`src/rtl/rb_arbiter_pkg.sv`:
```
// Shared constants for the two-port register-bank arbiter: bank geometry, RW encoding, FSM states.
package rb_arb_pkg;
  localparam int RB_AW = 3;
  localparam int RB_DW = 18;

  localparam logic RW_READ  = 1'b1;
  localparam logic RW_WRITE = 1'b0;

  typedef logic [1:0] state_t;
  localparam state_t IDLE = 2'd0;
  localparam state_t ACC  = 2'd1;
  localparam state_t DONE = 2'd2;
endpackage

```
`src/rtl/rb_arbiter_rr_arb2.sv`:
```
// Two-way combinational picker: one-hot winner among eligible ports, zero latency.
// Ties go to the port that did not win last, or always to port 0 when fixed_prio is set.
module rr_arb2 (
  input  logic [1:0] eligible,
  input  logic       last,
  input  logic       fixed_prio,
  output logic [1:0] win
);
  always_comb begin
    win = eligible;
    if (eligible == 2'b11) begin
      win = (fixed_prio || last) ? 2'b01 : 2'b10;
    end
  end
endmodule

```
`src/rtl/rb_arbiter.sv`:
```
// Serialises two requesters onto one register bank: grant/bus at N+1, read data at N+2; requesters hold req until gnt.
// Tracks written addresses and pulses all_wr once the map fills; RB_ARB_FIXED_PRIO_EN makes port 0 win every conflict.
module rb_arbiter
  import rb_arb_pkg::*;
#(
  parameter int AW = RB_AW,
  parameter int DW = RB_DW
) (
  input  logic             clk,
  input  logic             rst_n,
  input  logic             req0,
  input  logic             rw0,
  input  logic [AW-1:0]    a0,
  input  logic [DW-1:0]    d0,
  output logic             gnt0,
  output logic [DW-1:0]    q0,
  output logic             vld0,
  input  logic             req1,
  input  logic             rw1,
  input  logic [AW-1:0]    a1,
  input  logic [DW-1:0]    d1,
  output logic             gnt1,
  output logic [DW-1:0]    q1,
  output logic             vld1,
  output logic             RB_RW,
  output logic [AW-1:0]    RB_A,
  output logic [DW-1:0]    RB_D,
  input  logic [DW-1:0]    RB_Q,
  output logic [2**AW-1:0] wr_map,
  output logic             all_wr
);

`ifdef RB_ARB_FIXED_PRIO_EN
  localparam logic FIXED_PRIO = 1'b1;
`else
  localparam logic FIXED_PRIO = 1'b0;
`endif

  state_t     state;
  logic       last;
  logic       map_full_q;
  logic [1:0] mask;
  logic [1:0] eligible;
  logic [1:0] win;

  // In DONE the port granted last is still finishing its handshake, so it cannot win again yet.
  assign mask     = (state == DONE) ? {last, ~last} : 2'b00;
  assign eligible = {req1, req0} & ~mask;

  rr_arb2 u_pick (
    .eligible   (eligible),
    .last       (last),
    .fixed_prio (FIXED_PRIO),
    .win        (win)
  );

  always_ff @(posedge clk or negedge rst_n) begin
    if (!rst_n) begin
      state <= IDLE;
      last  <= 1'b1;
      RB_RW <= RW_READ;
      RB_A  <= '0;
      RB_D  <= '0;
      gnt0  <= 1'b0;
      gnt1  <= 1'b0;
      vld0  <= 1'b0;
      vld1  <= 1'b0;
      q0    <= '0;
      q1    <= '0;
    end else begin
      gnt0 <= 1'b0;
      gnt1 <= 1'b0;
      vld0 <= 1'b0;
      vld1 <= 1'b0;
      case (state)
        ACC: begin
          // gnt0/gnt1 are high exactly during ACC and name the port being served.
          if (RB_RW == RW_READ) begin
            if (gnt0) begin
              q0   <= RB_Q;
              vld0 <= 1'b1;
            end
            if (gnt1) begin
              q1   <= RB_Q;
              vld1 <= 1'b1;
            end
          end
          RB_RW <= RW_READ;
          state <= DONE;
        end
        default: begin
          RB_RW <= RW_READ;
          state <= IDLE;
          if (win[0]) begin
            RB_RW <= rw0;
            RB_A  <= a0;
            RB_D  <= d0;
            gnt0  <= 1'b1;
            last  <= 1'b0;
            state <= ACC;
          end else if (win[1]) begin
            RB_RW <= rw1;
            RB_A  <= a1;
            RB_D  <= d1;
            gnt1  <= 1'b1;
            last  <= 1'b1;
            state <= ACC;
          end
        end
      endcase
    end
  end

  always_ff @(posedge clk or negedge rst_n) begin
    if (!rst_n) begin
      wr_map     <= '0;
      map_full_q <= 1'b0;
      all_wr     <= 1'b0;
    end else begin
      if (state == ACC && RB_RW == RW_WRITE) begin
        wr_map[RB_A] <= 1'b1;
      end
      map_full_q <= &wr_map;
      all_wr     <= (&wr_map) & ~map_full_q;
    end
  end
endmodule

```
`config.mk`:
```
export PLATFORM = sky130hd
export DESIGN_NAME = rb_arbiter
export DESIGN_NICKNAME = d
export VERILOG_FILES = /design/src/rtl/rb_arbiter_pkg.sv /design/src/rtl/rb_arbiter_rr_arb2.sv /design/src/rtl/rb_arbiter.sv
export SDC_FILE = /design/constraint.sdc
export NUM_CORES = 1
export LEC_CHECK = 0
export ABC_AREA = 1
export BUFFER_PORTS_ARGS = -buffer_cell sky130_fd_sc_hd__buf_2
export CAP_MARGIN = 20
export CELL_PAD_IN_SITES_DETAIL_PLACEMENT = 1
export CELL_PAD_IN_SITES_GLOBAL_PLACEMENT = 1
export CORE_MARGIN = 2
export CORE_UTILIZATION = 37
export CTS_CLUSTER_SIZE = 10
export DETAILED_ROUTE_END_ITERATION = 8
export GPL_TIMING_DRIVEN = 0
export PLACE_DENSITY = 0.93
export SKIP_CTS_REPAIR_TIMING = 1
export SYNTH_ARGS = -nofsm -noshare
export SYNTH_HDL_FRONTEND = slang
export SYNTH_SLANG_ARGS = --single-unit
```
`constraint.sdc`:
```
create_clock -name clk -period 2.5 [get_ports clk]
set_input_delay 0.375 -clock clk [delete_from_list [all_inputs] [get_ports clk]]
set_output_delay 0.375 -clock clk [all_outputs]
set_load 0.03 [all_outputs]
```
==> summary.log, run 1 <==
INFO  route          dr.first_iter.drc_count=120
INFO  setup_path     critical_path_buf_inv_count=1
INFO  global_route   track_usage=20.3%
INFO  die            floorplan.io_pins=137
INFO  clock_tree     tritoncts.num_buffers=9
INFO  placed_design  routabilityCongestion=0.780
INFO  timing         achievable-frequency=653MHz
INFO  synth          synth-warning-count=0
INFO  synth          ys_types=21
INFO  timing         slew_headroom=36.2%
INFO  global_route   overflow=0
INFO  global_route   grt_antenna_before_repair=0
INFO  min_path       hold_path.class=primary input to async pin
INFO  setup_path     crit_path_start_kind=flip-flop
INFO  power          leakagePower=2.43nW
INFO  placed_design  dp_hpwl=6910microns
INFO  power          post-layout-total-power=0.00635W
INFO  timing         hold_viol_final=0
INFO  clock_tree     worstSkewPairLatency=0.34ns
INFO  clock_tree     cts_root_buffer=sky130_fd_sc_hd__clkbuf_8
INFO  route          drt_drc_violations_left=0
INFO  setup_path     crit_chain=buf_2
INFO  route          detailedRoute.firstPassIterationCount=4
INFO  setup_path     crit_arrival=1.16ns
INFO  timing         setup_viol=0
INFO  timing         rsz_0062_raised_after_global_routing=false
INFO  finish         synthToLayoutAreaGrowth=32.5%
INFO  finish         n_antenna_cell=0
INFO  clock_tree     htree_num_levels=3
INFO  synth          async_reset_ff_share=100%
INFO  run_status     run_status=complete, no violations
INFO  synth          synth_most_common_cell=sky130_fd_sc_hd__nand2_1
INFO  timing         setup_tns=0ns
INFO  setup_path     critical-path-slowest-cell=sky130_fd_sc_hd__dfstp_2
INFO  flow_run       maxCapViolations=0
INFO  clock_tree     cts_num_sinks=75
INFO  placed_design  numPortBuffers=136
INFO  synth          synth_top_cells_by_count=122 x sky130_fd_sc_hd__nand2_1, 73 x sky130_fd_sc_hd__dfrtp_1, 52 x sky130_fd_sc_hd__nand3_1
INFO  die            die_height=97.1microns
INFO  synth          leading_register_cell_type_out_of_synthesis=sky130_fd_sc_hd__dfrtp_1
INFO  setup_path     path_class=flip-flop to output port
INFO  setup_path     critical_path.endpoint_type=output port
INFO  power          p_per_area=1500nW/um^2
INFO  clock_tree     cts_buffer_depth=2
INFO  synth          synth_area_per_cell=8.91squm
INFO  timing         finalCritPeriodShare=61.2%
INFO  route          vias_per_instance=4.82
INFO  power          power.ir.vdd_worst=0.000498V
INFO  global_route   largest_net_degree_at_the_start_of_global_routing=76
INFO  setup_path     timing.critical_path.max_delay_family=flip-flops
INFO  synth          yosysTopAreaCellShare=57.0%
INFO  setup_path     worst_ep_required_time=2.12ns
INFO  die            die_w=97.1microns
INFO  timing         worst-slew-pin-transition=0.957ns
INFO  clock_tree     clock_tree_from_tritoncts=built
INFO  route          finalWirelength=9200microns
INFO  finish         final_net_count=573
INFO  route          via_count=2,975
INFO  timing         setup_skew_after_layout=0.00872ns
INFO  global_route   grt_first_pass_wirelength=15,600microns
INFO  die            floorplan.core_area=8300squm
INFO  synth          mappedNetlistNets=426
INFO  global_route   first_global_vias=3,186
INFO  setup_path     crit_path_max_incr_delay=0.60ns
INFO  die            rows=33
INFO  finish         drive_above_1_share=35.9%
INFO  timing         timing.final.max_slew_violations=0
INFO  synth          synth-seq-cells=75
INFO  synth          area_of_the_mapped_netlist=3210squm
INFO  die            floorplan.initialDensity=38.6%
INFO  synth          yosys.area.top_type=sky130_fd_sc_hd__dfrtp_1
INFO  timing         finalWorstPathRequiredPeriod=1.53ns
INFO  clock_tree     cts.clk_slew.worst_paths=0.08ns
INFO  die            fp.dieArea=9430squm
INFO  synth          yosysSeqAreaShare=58.6%
INFO  synth          ys_top_cells_by_area=sky130_fd_sc_hd__dfrtp_1 57%, sky130_fd_sc_hd__nand2_1 14%, sky130_fd_sc_hd__nand3_1 8.1%
INFO  synth          syn_inst=360
INFO  route          post_drt_wl_per_cell=14.9microns
INFO  route          antenna_violating_nets_post_route=0
INFO  synth          synth_enable_flop_cells=0
INFO  setup_path     highest_fanout_seen_on_the_critical_path=4
logic make-up (layout without fill, tap and decap cells):
| logic type | count (synthesis) | count (layout) | synth area share, % |
|---|---|---|---|
| compound gates | 45 | 45 | 7.65 |
| flops | 75 | 75 | 58.6 |
| buf+inv | 50 | 202 | 7.22 |
| simple gates | 190 | 190 | 26.5 |
through the flow:
step                utilization (%)  setup WS, ns  cell area [sq um]  hold slack [ns]  cells
finish                         51.2         0.970               4250            0.171    617
global route                   51.2         0.916               4250            0.244    617
CTS                            51.2         0.939               4250            0.209    617
detailed placement             48.5          1.06               4020            0.434    601
global placement               48.4         0.649               4020            0.396    601
floorplan                         -          1.26               3210           0.0794    360
where the power goes:
group / internal [W] / total [W] / switching [W]
Combinational: 0.000911 / 0.00312 / 0.00221
Clock: 0.000612 / 0.00105 / 0.000442
Sequential: 0.00180 / 0.00218 / 0.000384
Total: 0.00332 / 0.00635 / 0.00303
worst reg2reg max path: cells and delay by family, from the launching register on:
family | cells | cell delay (ns)
AND/OR/NAND/NOR | 4 | 0.57
flip-flops | 1 | 0.55
buffers and inverters | 1 | 0.26
flip-flops by register name (all words and copies together), names as in the netlist:
signal,flops
gnt0,1
q1,18
RB_RW,1
vld1,1
vld0,1
map_full_q,1
all_wr,1
gnt1,1
last,1
state,2
q0,18
RB_A,3
wr_map,8
RB_D,18
placed cells by master, fill, tap and decap left out:
cell,count
sky130_fd_sc_hd__buf_2,150
sky130_fd_sc_hd__buf_4,3
sky130_fd_sc_hd__buf_6,2
sky130_fd_sc_hd__bufinv_16,2
sky130_fd_sc_hd__clkbuf_8,11
sky130_fd_sc_hd__clkinv_2,3
sky130_fd_sc_hd__dfrtp_1,73
sky130_fd_sc_hd__dfstp_2,2
sky130_fd_sc_hd__inv_1,29
sky130_fd_sc_hd__inv_2,1
sky130_fd_sc_hd__inv_4,1
sky130_fd_sc_hd__nand2_1,122
sky130_fd_sc_hd__nand2_2,2
sky130_fd_sc_hd__nand2_4,3
sky130_fd_sc_hd__nand3_1,52
sky130_fd_sc_hd__nand3_4,2
sky130_fd_sc_hd__nand4_1,2
sky130_fd_sc_hd__nand4_2,1
sky130_fd_sc_hd__nor2_1,4
sky130_fd_sc_hd__nor3_1,1
sky130_fd_sc_hd__o21ai_0,32
sky130_fd_sc_hd__o21ai_1,5
sky130_fd_sc_hd__o21bai_1,8
sky130_fd_sc_hd__or2_2,1
per-layer routing:
layer	track usage, %	wire (microns)
met5	0	0
met2	34.9	4690
met1	25.9	3910
met4	5.96	87
met3	4.24	506
cell type report:
| class | count | area, sq um |
|---|---|---|
| Multi-Input combinational cell | 235 | 1100 |
| Clock buffer | 11 | 151 |
| Sequential cell | 75 | 1880 |
| Timing Repair Buffer | 136 | 683 |
| Buffer | 19 | 113 |
| Clock inverter | 5 | 75.1 |
| Fill cell | 1029 | 4050 |
| Tap cell | 105 | 131 |
| Inverter | 31 | 119 |
path summary, 6_finish.rpt:
| path | depth (start not counted) | slack (ns) | start | endpoint |
|---|---|---|---|---|
| max | 1 | 0.97 | RB_RW$_DFF_PN1_ | RB_RW |
| min | 1 | 0.17 | rst_n | RB_D[14]$_DFFE_PN0P_ |
| max reg2reg | 5 | 1.05 | last$_DFFE_PN1P_ | RB_D[12]$_DFFE_PN0P_ |
| min reg2reg | 1 | 0.42 | map_full_q$_DFF_PN0_ | all_wr$_DFF_PN0_ |
| max in group asynchronous | 1 | 1.69 | rst_n | RB_D[0]$_DFFE_PN0P_ |
| min in group clk | 3 | 0.29 | RB_Q[14] | q1[14]$_DFFE_PN0P_ |
No activity file was read; power rests on OpenSTA's default activity.
==> inputs of run 2 (changes only) <==
--- a/config.mk
+++ b/config.mk
@@ -5,17 +5,17 @@
 export SDC_FILE = /design/constraint.sdc
 export NUM_CORES = 1
 export LEC_CHECK = 0
-export ABC_AREA = 1
+export ABC_AREA = 0
 export BUFFER_PORTS_ARGS = -buffer_cell sky130_fd_sc_hd__buf_2
 export CAP_MARGIN = 20
 export CELL_PAD_IN_SITES_DETAIL_PLACEMENT = 1
 export CELL_PAD_IN_SITES_GLOBAL_PLACEMENT = 1
 export CORE_MARGIN = 2
-export CORE_UTILIZATION = 37
+export CORE_UTILIZATION = 33
 export CTS_CLUSTER_SIZE = 10
 export DETAILED_ROUTE_END_ITERATION = 8
 export GPL_TIMING_DRIVEN = 0
-export PLACE_DENSITY = 0.93
+export PLACE_DENSITY = 0.84
 export SKIP_CTS_REPAIR_TIMING = 1
 export SYNTH_ARGS = -nofsm -noshare
 export SYNTH_HDL_FRONTEND = slang
==> constraint.sdc (replaced) <==
create_clock -name clk -period 1.3 [get_ports clk]
set_input_delay 0.195 -clock clk [delete_from_list [all_inputs] [get_ports clk]]
set_output_delay 0.195 -clock clk [all_outputs]
set_load 0.03 [all_outputs]
==> summary.log, run 2 <==
INFO  run_status     run_status=complete, but fails checks
INFO  run_status     failed_checks=negative setup slack
INFO  setup_path     critical_path_buf_inv_count=2 [+1]
INFO  power          p_int=0.00764W [+130%]
INFO  power          leakagePower=2.20nW [-9.6%]
INFO  route          detailedRoute.firstPassIterationCount=4 [unchanged]
INFO  finish         mostFrequentLayoutCells=134 x sky130_fd_sc_hd__buf_2, 72 x sky130_fd_sc_hd__dfrtp_1, 36 x sky130_fd_sc_hd__mux2_2
INFO  die            floorplan.initialDensity=33.7% [-4.9 points]
INFO  placed_design  dp_hpwl=5600microns [-19%]
INFO  route          drt_drc_violations_left=0 [unchanged]
INFO  finish         final.fill_count=987 [-4.1%]
INFO  timing         achievable-frequency=666MHz
INFO  route          via_count=2,353 [-21%]
INFO  timing         finalCritPeriodShare=116%
INFO  setup_path     crit_path_start_kind=flip-flop
INFO  setup_path     crit_path_max_incr_delay=0.56ns [-0.04 ns]
INFO  clock_tree     worstSkewPairLatency=0.33ns [about the same]
INFO  route          finalWirelength=7890microns [-14%]
INFO  setup_path     critical_path.endpoint_type=flip-flop
INFO  clock_tree     clock_tree_from_tritoncts=built
INFO  power          share_comb_of_total_power=51.3% [+2.2 points]
INFO  global_route   track_usage=15.0% [-5.4 points]
INFO  clock_tree     tritoncts.num_buffers=9 [unchanged]
INFO  finish         final-instance-count-excl-fill=500 [-19%]
INFO  route          antenna_violating_nets_post_route=0 [unchanged]
INFO  placed_design  dpl_cell_area=3980squm [-1.1%]
INFO  clock_tree     cts_buffer_depth=2 [unchanged]
INFO  route          vias_per_instance=4.71 [-2.4%]
INFO  synth          synth_area_per_cell=14.2squm [+59%]
INFO  clock_tree     htree_num_levels=3 [unchanged]
INFO  placed_design  numPortBuffers=136 [unchanged]
INFO  global_route   first_global_vias=2,400 [-25%]
INFO  route          dr.first_iter.drc_count=73 [-39%]
INFO  power          net-switching-power=0.00577W [+90%]
INFO  synth          synth_most_common_cell=sky130_fd_sc_hd__dfrtp_1
INFO  die            fp.dieArea=10,200squm [+8.0%]
INFO  route          wl_met3=512microns [+1.2%]
INFO  flow_run       maxCapViolations=0 [unchanged]
INFO  power          clkPwrFrac=16.9% [+0.3 points]
INFO  setup_path     worst_ep_required_time=1.53ns [-0.59 ns]
INFO  power          p_per_area=2930nW/um^2 [+96%]
INFO  route          routedLengthMet1=3210microns [-18%]
INFO  timing         hold_viol_final=0 [unchanged]
INFO  synth          async_reset_ff_share=100% [unchanged]
INFO  finish         n_antenna_cell=0 [unchanged]
INFO  die            die_height=101microns [+3.9%]
INFO  synth          syn_inst=219 [-39%]
INFO  power          power_frac_seq=31.8% [-2.5 points]
INFO  synth          mappedNetlistNets=285 [-33%]
INFO  die            die_w=101microns [+3.9%]
INFO  finish         regArea=1880squm [about the same]
INFO  setup_path     critical-path-slowest-cell=sky130_fd_sc_hd__dfstp_2
INFO  setup_path     path_class=flip-flop to flip-flop
INFO  global_route   grt_first_pass_wirelength=11,700microns [-25%]
INFO  finish         final_area=4580squm [+7.7%]
INFO  global_route   largest_net_degree_at_the_start_of_global_routing=56 [-26%]
INFO  finish         footprint_of_the_multi_input_gates=1270squm [+16%]
INFO  power          power.ir.vdd_worst=0.00115V [+130%]
INFO  finish         final_net_count=450 [-21%]
INFO  timing         worst-slew-pin-transition=0.303ns [-0.654 ns]
INFO  synth          synth_top_cells_by_count=73 x sky130_fd_sc_hd__dfrtp_1, 36 x sky130_fd_sc_hd__mux2_2, 25 x sky130_fd_sc_hd__nor2_1
INFO  global_route   grt_antenna_before_repair=0 [unchanged]
INFO  global_route   overflow=0 [unchanged]
INFO  setup_path     highest_fanout_seen_on_the_critical_path=10 [+6]
INFO  placed_design  routabilityCongestion=0.716 [-8.1%]
INFO  clock_tree     cts_root_buffer=sky130_fd_sc_hd__clkbuf_8
INFO  synth          area_of_the_mapped_netlist=3100squm [-3.4%]
INFO  finish         synthToLayoutAreaGrowth=47.6%
INFO  timing         setup_skew_after_layout=0.00816ns [-0.000558 ns]
INFO  setup_path     crit_arrival=1.73ns [+0.57 ns]
INFO  synth          ys_types=26 [+24%]
INFO  timing         finalWorstPathRequiredPeriod=1.50ns
INFO  die            floorplan.core_area=9200squm [+11%]
INFO  setup_path     crit_chain=mux2i_2 > a211oi_4 > buf_4 > buf_8 > nor2_1 > a21oi_2
INFO  synth          yosysTopAreaCellShare=58.9% [+2.0 points]
INFO  finish         drive_above_1_share=70.4% [+34 points]
INFO  synth          synth_enable_flop_cells=0 [unchanged]
INFO  timing         final_critical_path_setup_slack=-0.202ns [-1.17 ns]
INFO  setup_path     timing.critical_path.max_delay_family=flip-flops
INFO  finish         layout_top_registers=RB_D x18, q0 x18, q1 x18
INFO  synth          leading_register_cell_type_out_of_synthesis=sky130_fd_sc_hd__dfrtp_1
INFO  route          detailroute.wirelength.met2=4130microns [-12%]
INFO  synth          synth-seq-cells=75 [unchanged]
INFO  power          switching_share_of_power=43.0% [-4.7 points]
INFO  timing         slew_headroom=79.7% [+44 points]
INFO  route          post_drt_wl_per_cell=15.8microns [+5.9%]
INFO  finish         most_common_library_cell_in_the_layout_ignoring_fill_and_taps=sky130_fd_sc_hd__buf_2
INFO  timing         rsz_0062_raised_after_global_routing=true
INFO  clock_tree     cts_num_sinks=75 [unchanged]
INFO  timing         setup_viol=56 [+56]
INFO  synth          ys_top_cells_by_area=sky130_fd_sc_hd__dfrtp_1 59%, sky130_fd_sc_hd__mux2_2 13%, sky130_fd_sc_hd__mux2i_1 7.1%
INFO  synth          synth-warning-count=0 [unchanged]
INFO  synth          yosysSeqAreaShare=60.6% [+2.0 points]
INFO  timing         timing.final.max_slew_violations=0 [unchanged]
INFO  route          highest_layer=met4
INFO  timing         timing.hold.ws=0.0785ns [-0.0926 ns]
INFO  die            floorplan.io_pins=137 [unchanged]
INFO  synth          yosys.area.top_type=sky130_fd_sc_hd__dfrtp_1
INFO  clock_tree     cts.clk_slew.worst_paths=0.08ns [about the same]
INFO  min_path       hold_path.class=primary input to flip-flop
INFO  die            rows=35 [+6.1%]
INFO  placed_design  placedCellCount=467 [-22%]
## run 2: changes by cell type after synthesis, sizes merged, moves of 3 or more
cell / previous run / this run
a21oi: 0 / 23
a21o: 0 / 6
nor2: 4 / 25
mux2: 0 / 36
inv: 31 / 3
nand2: 127 / 0
mux2i: 0 / 22
buf: 19 / 8
nor2b: 0 / 3
nand3: 54 / 2
o21ai: 37 / 1
o21bai: 8 / 0
## run 2: path summary, 6_finish.rpt
path                                 startpoint                   to  slack (ns)  cells past startpoint
max                            last$_DFFE_PN1P_  RB_D[5]$_DFFE_PN0P_       -0.20                      6
min                                         rw1      RB_RW$_DFF_PN1_        0.08                      3
max reg2reg                    last$_DFFE_PN1P_  RB_D[5]$_DFFE_PN0P_       -0.20                      6
min reg2reg                map_full_q$_DFF_PN0_     all_wr$_DFF_PN0_        0.42                      1
max in group asynchronous                 rst_n     last$_DFFE_PN1P_        0.39                      3
min in group asynchronous                 rst_n    q1[1]$_DFFE_PN0P_        0.29                      2
## run 2: stage by stage
stage	setup slack, ns	setup TNS [ns]	util (%)	total power [W]
floorplan	-0.129	-4.89	-	0.00859
global placement	-0.419	-43.11	42.9	0.0102
detailed placement	-0.346	-15.28	43.3	0.0105
CTS	-0.368	-16.44	46.1	0.0128
global route	-0.239	-7.99	49.8	0.0142
finish	-0.202	-5.03	49.8	0.0134
## run 2: final cells by class
type,count,share of cell area [%]
clock buffer,12,3.61
inverter,4,0.492
multi-input combinational,132,27.7
sequential,75,41.1
buffer,8,2.68
clock inverter,4,2.08
tap,111,3.04
timing repair buffer,154,19.3
## run 2: worst reg2reg max path: cells and delay by family (launching register included)
family	cells	cell delay, ns
flip-flops	1	0.56
buffers and inverters	2	0.32
multiplexers	1	0.27
AO/OA/AOI/OAI	2	0.14
AND/OR/NAND/NOR	1	0.11
## run 2: metal layers
metal  GRT usage (%)  up-vias
met5               0        -
met4            3.12        0
met3            5.69        4
met2            25.9       91
met1            17.8     1165
li1                -     1093
## run 2: logic make-up after synthesis
group | share of synthesized area, %
simple gates | 6.82
mux | 20.2
compound gates | 9.41
buf+inv | 2.95
flops | 60.6
## run 2: power groups by stage
stage	Clock (W)	Combinational, W	Sequential, W
6_report	0.00226	0.00688	0.00426
5_1_grt	0.00245	0.00733	0.00442
4_1_cts	0.00233	0.00621	0.00425
3_5_place_dp	0	0.00621	0.00429
3_3_place_gp	0	0.00604	0.00419
2_1_floorplan	0	0.00226	0.00633
==> inputs of run 3 (changes only) <==
--- a/config.mk
+++ b/config.mk
@@ -11,11 +11,11 @@
 export CELL_PAD_IN_SITES_DETAIL_PLACEMENT = 1
 export CELL_PAD_IN_SITES_GLOBAL_PLACEMENT = 1
 export CORE_MARGIN = 2
-export CORE_UTILIZATION = 33
+export CORE_UTILIZATION = 36
 export CTS_CLUSTER_SIZE = 10
 export DETAILED_ROUTE_END_ITERATION = 8
 export GPL_TIMING_DRIVEN = 0
-export PLACE_DENSITY = 0.84
+export PLACE_DENSITY = 0.87
 export SKIP_CTS_REPAIR_TIMING = 1
 export SYNTH_ARGS = -nofsm -noshare
 export SYNTH_HDL_FRONTEND = slang
==> constraint.sdc (replaced) <==
create_clock -name clk -period 1.42 [get_ports clk]
set_input_delay 0.213 -clock clk [delete_from_list [all_inputs] [get_ports clk]]
set_output_delay 0.213 -clock clk [all_outputs]
set_load 0.03 [all_outputs]
==> summary.log, run 3 (synthesized netlist as in run 2, its figures left out) <==
INFO  run_status     run_status=complete, but fails checks
INFO  run_status     failed_checks=negative setup slack
INFO  die            die_w=96.8microns [-4.1%]
INFO  timing         timing.final.max_slew_violations=0 [unchanged]
INFO  power          p_per_area=2670nW/um^2 [-9.0%]
INFO  finish         final-instance-count-excl-fill=489 [-2.2%]
INFO  setup_path     crit_path_start_kind=flip-flop
INFO  clock_tree     htree_num_levels=3 [unchanged]
INFO  timing         finalWorstPathRequiredPeriod=1.49ns [-0.0148 ns]
INFO  finish         footprint_of_the_multi_input_gates=1270squm [+0.49%]
INFO  die            floorplan.initialDensity=37.3% [+3.6 points]
INFO  placed_design  numPortBuffers=136 [unchanged]
INFO  global_route   grt_first_pass_wirelength=12,500microns [+7.0%]
INFO  global_route   first_global_vias=2,537 [+5.7%]
INFO  finish         mostFrequentLayoutCells=134 x sky130_fd_sc_hd__buf_2, 72 x sky130_fd_sc_hd__dfrtp_1, 36 x sky130_fd_sc_hd__mux2_2
INFO  power          power.ir.vdd_worst=0.00102V [-11%]
INFO  die            fp.dieArea=9370squm [-8.0%]
INFO  global_route   overflow=0 [unchanged]
INFO  route          vias_per_instance=4.83 [+2.7%]
INFO  global_route   grt_antenna_before_repair=0 [unchanged]
INFO  min_path       hold_path.class=primary input to flip-flop
INFO  setup_path     path_class=flip-flop to flip-flop
INFO  timing         rsz_0062_raised_after_global_routing=true
INFO  global_route   grt_met3_usage=4.12% [-1.6 points]
INFO  die            rows=33 [-5.7%]
INFO  clock_tree     cts_root_buffer=sky130_fd_sc_hd__clkbuf_8
INFO  timing         finalCritPeriodShare=105% [-11 points]
INFO  finish         final.fill_count=892 [-9.6%]
INFO  flow_run       maxCapViolations=0 [unchanged]
INFO  global_route   grt_util_met2=28.3% [+2.4 points]
INFO  finish         regArea=1880squm [unchanged]
INFO  finish         layout_top_registers=RB_D x18, q0 x18, q1 x18
INFO  die            floorplan.core_area=8300squm [-9.8%]
INFO  global_route   top_usage_layer=met2
INFO  route          via_count=2,363 [+0.42%]
INFO  route          antenna_violating_nets_post_route=0 [unchanged]
INFO  placed_design  placement.setup.worst_slack=-0.228ns [+0.117 ns]
INFO  setup_path     worst_ep_required_time=1.68ns [+0.15 ns]
INFO  timing         setup_viol=21 [-63%]
INFO  timing         slew_headroom=62.4% [-17 points]
INFO  finish         most_common_library_cell_in_the_layout_ignoring_fill_and_taps=sky130_fd_sc_hd__buf_2
INFO  clock_tree     cts.clk_slew.worst_paths=0.07ns [about the same]
INFO  clock_tree     cts_num_sinks=75 [unchanged]
INFO  timing         hold_viol_final=0 [unchanged]
INFO  placed_design  routabilityCongestion=0.710 [-0.87%]
INFO  timing         achievable-frequency=673MHz [+0.99%]
INFO  setup_path     highest_fanout_seen_on_the_critical_path=10 [unchanged]
INFO  route          detailedRoute.firstPassIterationCount=4 [unchanged]
INFO  timing         worst-slew-pin-transition=0.559ns [+0.256 ns]
INFO  timing         setup_skew_after_layout=0.00528ns [-0.00288 ns]
INFO  route          drt_drc_violations_left=0 [unchanged]
INFO  global_route   track_usage=16.5% [+1.5 points]
INFO  placed_design  dp_hpwl=5590microns [-0.28%]
INFO  clock_tree     clock_tree_from_tritoncts=built
INFO  clock_tree     worstSkewPairLatency=0.33ns [about the same]
INFO  finish         synthToLayoutAreaGrowth=44.0%
INFO  power          leakagePower=2.15nW [-2.1%]
INFO  route          post_drt_wl_per_cell=15.3microns [-3.1%]
INFO  timing         final_critical_path_setup_slack=-0.0668ns [+0.135 ns]
INFO  finish         drive_above_1_share=70.1% [-0.38 points]
INFO  setup_path     crit_arrival=1.75ns [+0.02 ns]
INFO  setup_path     critical_path.endpoint_type=flip-flop
INFO  route          dr.first_iter.drc_count=19 [-74%]
INFO  finish         n_antenna_cell=0 [unchanged]
INFO  global_route   grt_util_met1=20.2% [+2.5 points]
INFO  clock_tree     tritoncts.num_buffers=9 [unchanged]
INFO  global_route   largest_net_degree_at_the_start_of_global_routing=40 [-29%]
INFO  placed_design  placedCellCount=461 [-1.3%]
INFO  route          finalWirelength=7480microns [-5.2%]
INFO  clock_tree     cts_buffer_depth=2 [unchanged]
INFO  finish         final_net_count=446 [-0.89%]
INFO  die            die_height=96.8microns [-4.1%]
INFO  die            floorplan.io_pins=137 [unchanged]
-- run 3: final cells by class --
class	count	share of cell area, %
multi-input cells	132	28.5
clock buffers	10	3.08
repair buffers	150	18.4
flip-flops and latches	75	42.1
well taps	105	2.94
plain buffers	8	2.80
inverters	4	0.392
clock inverters	5	1.74
-- run 3: routing by layer --
layer  part of all wire, %  vias up
met1                    41     1177
met5                     0        -
met4                   1.2        0
met3                   6.1        9
li1                      -     1091
met2                    52       86
-- run 3: critical path, cell delays in order (launching register included) --
cell and delay, ns:
sky130_fd_sc_hd__dfrtp_1 0.38, sky130_fd_sc_hd__nor2b_4 0.14, sky130_fd_sc_hd__buf_4 0.14, sky130_fd_sc_hd__a211oi_4 0.29
sky130_fd_sc_hd__buf_6 0.16, sky130_fd_sc_hd__buf_12 0.14, sky130_fd_sc_hd__nor2_2 0.04, sky130_fd_sc_hd__a21oi_2 0.11
-- run 3: power breakdown --
| part | internal (W) | switching, W |
|---|---|---|
| logic | 0.00243 | 0.00380 |
| registers | 0.00320 | 0.000720 |
| clock network | 0.00102 | 0.000732 |
| total | 0.00665 | 0.00526 |
-- run 3: final timing paths --
kind / start / to / depth (start not counted) / slack [ns]
max: state[1]$_DFF_PN0_ / RB_A[0]$_DFFE_PN0P_ / 7 / -0.07
max reg2reg: state[1]$_DFF_PN0_ / RB_A[0]$_DFFE_PN0P_ / 7 / -0.07
max in group asynchronous: rst_n / last$_DFFE_PN1P_ / 3 / 0.39
min in group asynchronous: rst_n / q0[16]$_DFFE_PN0P_ / 2 / 0.38
min: rw1 / RB_RW$_DFF_PN1_ / 3 / 0.08
min reg2reg: map_full_q$_DFF_PN0_ / all_wr$_DFF_PN0_ / 1 / 0.42
-- run 3: through the flow --
stage               setup TNS [ns]  utilization, %  total power [W]  area [sq um]  hold slack [ns]
finish                      -0.818            53.8           0.0119          4460           0.0837
global route                 -2.31            53.8           0.0126          4460           0.0724
CTS                          -8.79            50.3           0.0114          4180           -0.156
detailed placement           -7.93            47.7          0.00961          3960            0.218
global placement            -27.58            47.5          0.00935          3940            0.396
floorplan                   -0.266               -          0.00787          3130          -0.0826
